<file path="config.mk">
export PLATFORM = sky130hd
export DESIGN_NAME = apb_master_bridge
export DESIGN_NICKNAME = d
export VERILOG_FILES = /design/src/rtl/apb_master_pkg.sv /design/src/rtl/apb_wait_timer.sv /design/src/rtl/apb_master_bridge.sv
export SDC_FILE = /design/constraint.sdc
export NUM_CORES = 1
export LEC_CHECK = 0
export ABC_AREA = 1
export ABC_CLOCK_PERIOD_IN_PS = 2350
export BUFFER_PORTS_ARGS = -buffer_cell sky130_fd_sc_hd__buf_2
export CORE_UTILIZATION = 46
export DETAILED_ROUTE_END_ITERATION = 10
export PLACE_DENSITY = 0.79
export SYNTH_ARGS = -nofsm -noshare
export SYNTH_HDL_FRONTEND = slang
export SYNTH_SLANG_ARGS = --single-unit
</file>
<file path="constraint.sdc">
create_clock -name PCLK -period 2.35 [get_ports PCLK]
set_input_delay 0.3525 -clock PCLK [delete_from_list [all_inputs] [get_ports PCLK]]
set_output_delay 0.3525 -clock PCLK [all_outputs]
set_load 0.1 [all_outputs]
</file>
<file path="src/rtl/apb_master_pkg.sv">
// Shared types and default sizes for the APB master bridge.
// No logic; latency not applicable.
// No flow control; pure type/constant definitions.
package apb_master_pkg;

  localparam int DEF_PDATA_SIZE     = 32;
  localparam int DEF_PADDR_SIZE     = 4;
  localparam int DEF_TIMEOUT_CYCLES = 16;

  // Transfer sequencing: command wait, APB setup, APB access, response hold.
  typedef enum logic [1:0] {
    IDLE   = 2'd0,
    SETUP  = 2'd1,
    ACCESS = 2'd2,
    RESP   = 2'd3
  } state_t;

  // Response payload at the default data width.
  typedef struct packed {
    logic [DEF_PDATA_SIZE-1:0] rdata;
    logic                      err;
    logic                      timeout;
  } rsp_t;

endpackage

</file>
<file path="src/rtl/apb_wait_timer.sv">
// Counts ACCESS-phase wait states and flags when the next wait would hit LIMIT.
// expired is combinational from the current count and en; count updates on clk.
// No flow control; clr has priority over en, LIMIT = 0 never expires.
module apb_wait_timer #(
  parameter int LIMIT = 16
) (
  input  logic clk,
  input  logic rst,
  input  logic clr,
  input  logic en,
  output logic expired
);

  localparam int CW = ($clog2(LIMIT + 1) > 0) ? $clog2(LIMIT + 1) : 1;
  localparam logic [CW:0] LIM = (CW + 1)'(LIMIT);

  logic [CW-1:0] cnt;

  // Wait counter: cleared when a transfer starts, bumped on each stalled ACCESS edge.
  always_ff @(posedge clk) begin
    if (rst) begin
      cnt <= '0;
    end else if (clr) begin
      cnt <= '0;
    end else if (en) begin
      cnt <= cnt + 1'b1;
    end
  end

  // The edge that would bring the count to LIMIT is the abort edge.
  assign expired = en && (LIM != '0) && (({1'b0, cnt} + (CW + 1)'(1)) == LIM);

endmodule

</file>
<file path="src/rtl/apb_master_bridge.sv">
// Single-outstanding APB initiator: valid/ready command in, APB transfer, valid/ready response out.
// Zero-wait latency: accept at edge N, PSEL from N, PENABLE from N+1, rsp_valid from N+2; +1 per wait state.
// cmd_ready only in IDLE; the response is held stable until rsp_ready, then IDLE one cycle later.
module apb_master_bridge
  import apb_master_pkg::*;
#(
  parameter int PDATA_SIZE     = DEF_PDATA_SIZE,
  parameter int PADDR_SIZE     = DEF_PADDR_SIZE,
  parameter int TIMEOUT_CYCLES = DEF_TIMEOUT_CYCLES
) (
  input  logic                    PCLK,
  input  logic                    PRESET,
  input  logic                    cmd_valid,
  output logic                    cmd_ready,
  input  logic                    cmd_write,
  input  logic [PADDR_SIZE-1:0]   cmd_addr,
  input  logic [PDATA_SIZE-1:0]   cmd_wdata,
  input  logic [PDATA_SIZE/8-1:0] cmd_strb,
  output logic                    rsp_valid,
  input  logic                    rsp_ready,
  output logic [PDATA_SIZE-1:0]   rsp_rdata,
  output logic                    rsp_err,
  output logic                    rsp_timeout,
  output logic                    PSEL,
  output logic                    PENABLE,
  output logic                    PWRITE,
  output logic [PADDR_SIZE-1:0]   PADDR,
  output logic [PDATA_SIZE-1:0]   PWDATA,
  output logic [PDATA_SIZE/8-1:0] PSTRB,
  input  logic [PDATA_SIZE-1:0]   PRDATA,
  input  logic                    PREADY,
  input  logic                    PSLVERR
);

  state_t state, state_nxt;
  logic   timer_clr, timer_en, timer_expired;

  apb_wait_timer #(
    .LIMIT(TIMEOUT_CYCLES)
  ) u_wait_timer (
    .clk    (PCLK),
    .rst    (PRESET),
    .clr    (timer_clr),
    .en     (timer_en),
    .expired(timer_expired)
  );

  // State register; reset abandons any transfer or pending response.
  always_ff @(posedge PCLK) begin
    if (PRESET) begin
      state <= IDLE;
    end else begin
      state <= state_nxt;
    end
  end

  // Next state and state-decoded outputs. PSEL/PENABLE come straight from the
  // registered state so they are glitch-free and never 1/1 outside ACCESS.
  always_comb begin
    state_nxt = state;
    cmd_ready = 1'b0;
    rsp_valid = 1'b0;
    PSEL      = 1'b0;
    PENABLE   = 1'b0;
    timer_clr = 1'b0;
    timer_en  = 1'b0;
    case (state)
      IDLE: begin
        cmd_ready = 1'b1;
        if (cmd_valid) begin
          state_nxt = SETUP;
          timer_clr = 1'b1;
        end
      end
      SETUP: begin
        PSEL      = 1'b1;
        state_nxt = ACCESS;
      end
      ACCESS: begin
        PSEL    = 1'b1;
        PENABLE = 1'b1;
        // PREADY wins over an expiring timer on the same edge.
        if (PREADY) begin
          state_nxt = RESP;
        end else begin
          timer_en = 1'b1;
          if (timer_expired) begin
            state_nxt = RESP;
          end
        end
      end
      RESP: begin
        rsp_valid = 1'b1;
        if (rsp_ready) begin
          state_nxt = IDLE;
        end
      end
      default: state_nxt = IDLE;
    endcase
  end

  // Request capture on accept and response capture on completion or abort.
  always_ff @(posedge PCLK) begin
    if (PRESET) begin
      PWRITE      <= 1'b0;
      PADDR       <= '0;
      PWDATA      <= '0;
      PSTRB       <= '0;
      rsp_rdata   <= '0;
      rsp_err     <= 1'b0;
      rsp_timeout <= 1'b0;
    end else begin
      if (state == IDLE && cmd_valid) begin
        PWRITE <= cmd_write;
        PADDR  <= cmd_addr;
        PWDATA <= cmd_wdata;
        // Reads carry no byte lanes.
        PSTRB  <= cmd_write ? cmd_strb : '0;
      end
      if (state == ACCESS) begin
        if (PREADY) begin
          // PSEL and PENABLE are both high here, so PSLVERR is valid to sample.
          rsp_rdata   <= PWRITE ? '0 : PRDATA;
          rsp_err     <= PSLVERR;
          rsp_timeout <= 1'b0;
        end else if (timer_expired) begin
          rsp_rdata   <= '0;
          rsp_err     <= 1'b1;
          rsp_timeout <= 1'b1;
        end
      end
    end
  end

endmodule
</file>
**Yosys cells after proc, flatten, opt, wreduce, memory -nomap -nowiden**

Index checks and enable logic that the tools add are counted.

- Input port bits: 79
- Output and inout bits: 79
- Word-level logic and storage cells: 46
- Flip-flop bits (word level): 82

- Mux-type cells: 20
- Eq/ne operators: 7
- Add/sub/neg operators: 2
- Reductions and logical operators: 8

Operator list:

| kind | number |
|---|---|
| $mux 32 | 3 |
| $mux 1 | 11 |
| $mux 2 | 4 |
| $pmux 2 s4 | 1 |
| $add 5x1->6 const B | 1 |
| $eq 6x5->1 const B | 1 |
| $add 5x1->5 const B | 1 |
| $eq 2x2->1 const B | 2 |
| $mux 4 | 1 |
| $ne 2x2->1 const B | 2 |
| $reduce_or 2->1 | 2 |
| $ne 3x3->1 const B | 1 |
| $reduce_and 3->1 | 1 |
| $eq 2x1->1 const B | 1 |
| $logic_and 1x1->1 | 2 |
| $logic_not 2->1 | 1 |
| $reduce_and 2->1 | 1 |
| $reduce_bool 2->1 | 1 |

**Longest topological paths before layout**

- Word-level depth: 6
- Gate-level depth with buffers: 13
- Depth with buffers taken out: 11

**Hierarchy**

Synthesis repeated with hierarchy kept, for this count alone.

- Cells, all modules: 405
- Area, all modules: 3,304.4 µm²

Modules (own cells, without submodules):

| module | cells each | sequential area each (µm²) | area an instance (µm²) | instances |
|---|---|---|---|---|
| apb_master_bridge | 363 | 1,541.5 | 3,005.4 | 1 |
| apb_wait_timer | 42 | 100.1 | 299.0 | 1 |

**Worst setup path after synthesis**

OpenSTA, ideal clock, no wires.

- Kind: register to register
- From: reg state[0]
- To: reg rsp_rdata[21]
- Clock period less this slack: 2.541 ns
- Required time: 2.215 ns
- Path buffers: 2
- Cell stages (with the launch flop): 14
- Arrival time: 2.407 ns
- Path slack: -0.191 ns
- Setup time: 0.135 ns
- Path through: dfxtp_1 inv_1 ha_1 inv_1 nor2_8 nand2_2 nor2_2 nand3_2 nand2_2 buf_12 buf_6 nand2_1 o21ai_2 nor2_2

- Word-level cells in the longest chain between the ends: 5

RTL lines:

| what | RTL line | source |
|---|---|---|
| start: declaration | apb_master_bridge.sv:35 | `state_t state, state_nxt;` |
| start signal: assignment | apb_master_bridge.sv:53 | `state <= state_nxt;` |
| $eq 2x2->1 * | apb_master_bridge.sv:67, apb_master_bridge.sv:120 |  |
| $mux 1 | apb_master_bridge.sv:67 | `case (state)` |
| $logic_and 1x1->1 | apb_wait_timer.sv:31 | `assign expired = en && (LIM != '0) && (({1'b0, cnt} + (CW + 1)'(1)) == LIM);` |
| $reduce_bool 2->1 (no line) | -- |  |
| $reduce_and 2->1 (no line) * | -- |  |
| end signal: assignment | apb_master_bridge.sv:123 | `rsp_rdata <= PWRITE ? '0 : PRDATA;` |
| end: declaration | apb_master_bridge.sv:21 | `output logic [PDATA_SIZE-1:0] rsp_rdata,` |

Every way passes the cells marked *; elsewhere a longest branch is shown, timed or not.
A chain may end at the register's enable or synchronous reset.

**Worst setup path in the final report**

- From: reg state[0]
- To: out PSEL

- Word-level cells in the longest chain between the ends: 3
- Elaborated cells on any way between the ends: 4
- Those cells by class: eq/ne (2); mux (1); reduce/logical (1)

RTL lines:

| what | RTL line | source |
|---|---|---|
| $eq 2x2->1 / $eq 2x1->1 (equally long branches) | apb_master_bridge.sv:67 |  |
| $reduce_or 2->1 (no line) * | -- |  |
| $mux 1 * | apb_master_bridge.sv:67 |  |
| end: declaration | apb_master_bridge.sv:24 | `output logic PSEL,` |

Marks and branches as above.

==> reports/qor.txt <==
status = finished clean
Port Buffer Count = 157
nets@finish = 663
WP data required = 2.00 ns
synthesized area per cell = 7.884 um2
Clock transition at path regs = 0.08 ns
DP HPWL = 5656 um
slowest cell on the critical path = buf_2
P_leak = 2.154 nW
Reg2Reg Depth = 12
GR Overflow Total = 0
# fillers = 675
Fin. Hold Viols = 0
total CTS buffers = 9
Max clock buf depth = 2
cell count after synthesis = 432
sequential element share of the synthesized area = 48.20%
cell-by-cell trace of the critical path = inv_1 > ha_1 > buf_2
FF+latch area = 1642 um2
post-synth design cell area = 3406 um2
Rel. slew slack = 62.69%
Multi-input gate area = 1479 um2
vias = 3225
worst-skew pair later-pin latency = 0.34 ns
Ports = 158
unrepaired setup endpoints after global routing = false
worst hold start = cmd_wdata[24]
commonest non-fill, non-tap cells in the layout = 157 x buf_2, 97 x nor2_1, 82 x dfxtp_1
Initial Util = 47.21%
pwr dens = 1559 nW/um2
hold-critical path depth = 3
Pins Over Slew Limit = 0
max-cap check violation count = 0
row count = 31
chip height = 88.05 um
Total Wirelength = 7868 um
Root Driver = clkbuf_8
post-cts resize count = 0
CP max stage delay = 0.44 ns
Reg2Reg Launch Point = state[0]
clk sinks = 82
post-synth cell types = 23
Die X = 88.05 um
pin count of the biggest net entering global routing = 47
first-pass GRT wire length = 11890 um
worst-path fanout max = 3
Worst IR Drop VDD = 0.9571 mV
Worst Path Arrival = 1.52 ns
R2R setup slack = 0.50 ns
vias in the first global route = 2855
Yosys warnings = 0
Crit Path Category = reg -> out
CTS tree = built
Worst Hold End = PWDATA[24]
proportion of layout cells with a drive suffix above 1 = 38.36%
Final Power = 0.006925 W
Total Routing Usage GR = 19.35%
reg-to-reg endpoint = rsp_rdata[23]
Worst Hold Class = in -> reg
# hold bufs at CTS = 0
f_max = 0.5354 GHz
drt pass-1 iters = 6
worst path bufs/invs = 2
crit end category = output port
initial antenna violation count = 0
Area Growth Syn to Fin = 30.42%
Core ar. = 7214 um2
H-tree depth = 3
via/cell ratio = 4.722
Clock Skew = 0.008106 ns
Post-CTS Setup Bufs = 0
most common cell after layout, fill and taps aside = buf_2
wire per inst = 11.52 um
Antenna Cells = 0
drt drc = 0
syn nets = 516
RePlAce Congestion = 0.7562
Fin Setup TNS = 0 ns
Initial DRC Count = 75
Yosys reg bits = 82
critical path's top delay family = buffers and inverters
CP Launch Type = flip-flop
Final ANT Viol Nets = 0
post-layout min period = 1.868 ns
die area = 7752 um2
Slew @ Worst Pin = 0.5575 ns
Final Setup Violations = 0
period utilization = 79.48%
==> stage by stage <==
stage / std cells / cell area, um2 / utilization (%) / hold WS, ns / setup slack [ns]
final: 683 / 4442 / 61.57 / 0.2575 / 0.4823
after global routing: 683 / 4442 / 61.57 / 0.2528 / 0.3290
after CTS: 683 / 4442 / 61.57 / 0.2444 / 0.4535
after detailed placement: 667 / 4189 / 58.06 / 0.4465 / 0.5011
after global placement: 667 / 4189 / 58.06 / 0.4365 / 0.5915
after floorplan: 432 / 3408 / - / 0.4800 / 0.08574
==> state kept, by name, summed over array words and instances, names as in the netlist <==
name and flops:
PWRITE 1, rsp_err 1, PADDR 4, u_wait_timer.cnt 5, rsp_rdata 32, state 2
rsp_timeout 1, PSTRB 4, PWDATA 32
==> synthesized netlist by cell type (all sizes together) <==
master	count	area, um2
o21a	2	15.01
a31oi	1	6.260
dfxtp	82	1642
clkbuf	17	63.81
o21ai	77	456.7
nand4	1	6.260
inv	23	86.33
a21oi	5	25.02
nand2	49	188.9
nor2	118	509.2
o22ai	1	6.260
ha	5	62.56
nand3	39	200.2
buf	12	137.6
==> report_power, final <==
part	internal (W)	switching, W	leakage, nW
clock network	0.000765	0.000486	0.123
logic	0.000632	0.00315	1.36
registers	0.00171	0.000179	0.672
==> layer usage <==
| metal | global-route usage, % | wire, um | share of wire [%] |
|---|---|---|---|
| met1 | 21.72 | 3353 | 43 |
| met2 | 34.04 | 3711 | 47 |
| met3 | 6.221 | 704 | 8.9 |
| met4 | 7.625 | 98 | 1.2 |
| met5 | 0 | 0 | 0 |
==> logic make-up after synthesis <==
logic type | count (synthesis) | synth area share [%]
buffers and inverters | 52 | 8.449
AND/OR/NAND/NOR | 207 | 26.56
flip-flops | 82 | 48.20
adder cells (fa/ha/maj) | 5 | 1.837
AO/OA/AOI/OAI | 86 | 14.95
==> cell type report <==
type,count,area share (%)
Tap cell,99,2.789
Clock inverter,4,2.197
Inverter,23,1.944
Timing Repair Buffer,165,19.32
Multi-Input combinational cell,298,33.30
Clock buffer,12,3.493
Sequential cell,82,36.96
==> worst max-delay path by stage <==
stage,from,end,depth (start not counted)
global route,state[0],rsp_rdata[27],12
detailed placement,state[0],rsp_rdata[23],12
finish,state[0],PSEL,3
floorplan,state[0],PWDATA[0],8
CTS,state[1],PSEL,3
global placement,state[0],rsp_rdata[30],12
==> tightest hold or removal path, delay by kind of cell <==
family / cells / cell delay [ns]
AO/OA/AOI/OAI: 1 / 0.07
buffers and inverters: 1 / 0.07
AND/OR/NAND/NOR: 1 / 0.07
Note: power is estimated with default switching activity, not from simulation.
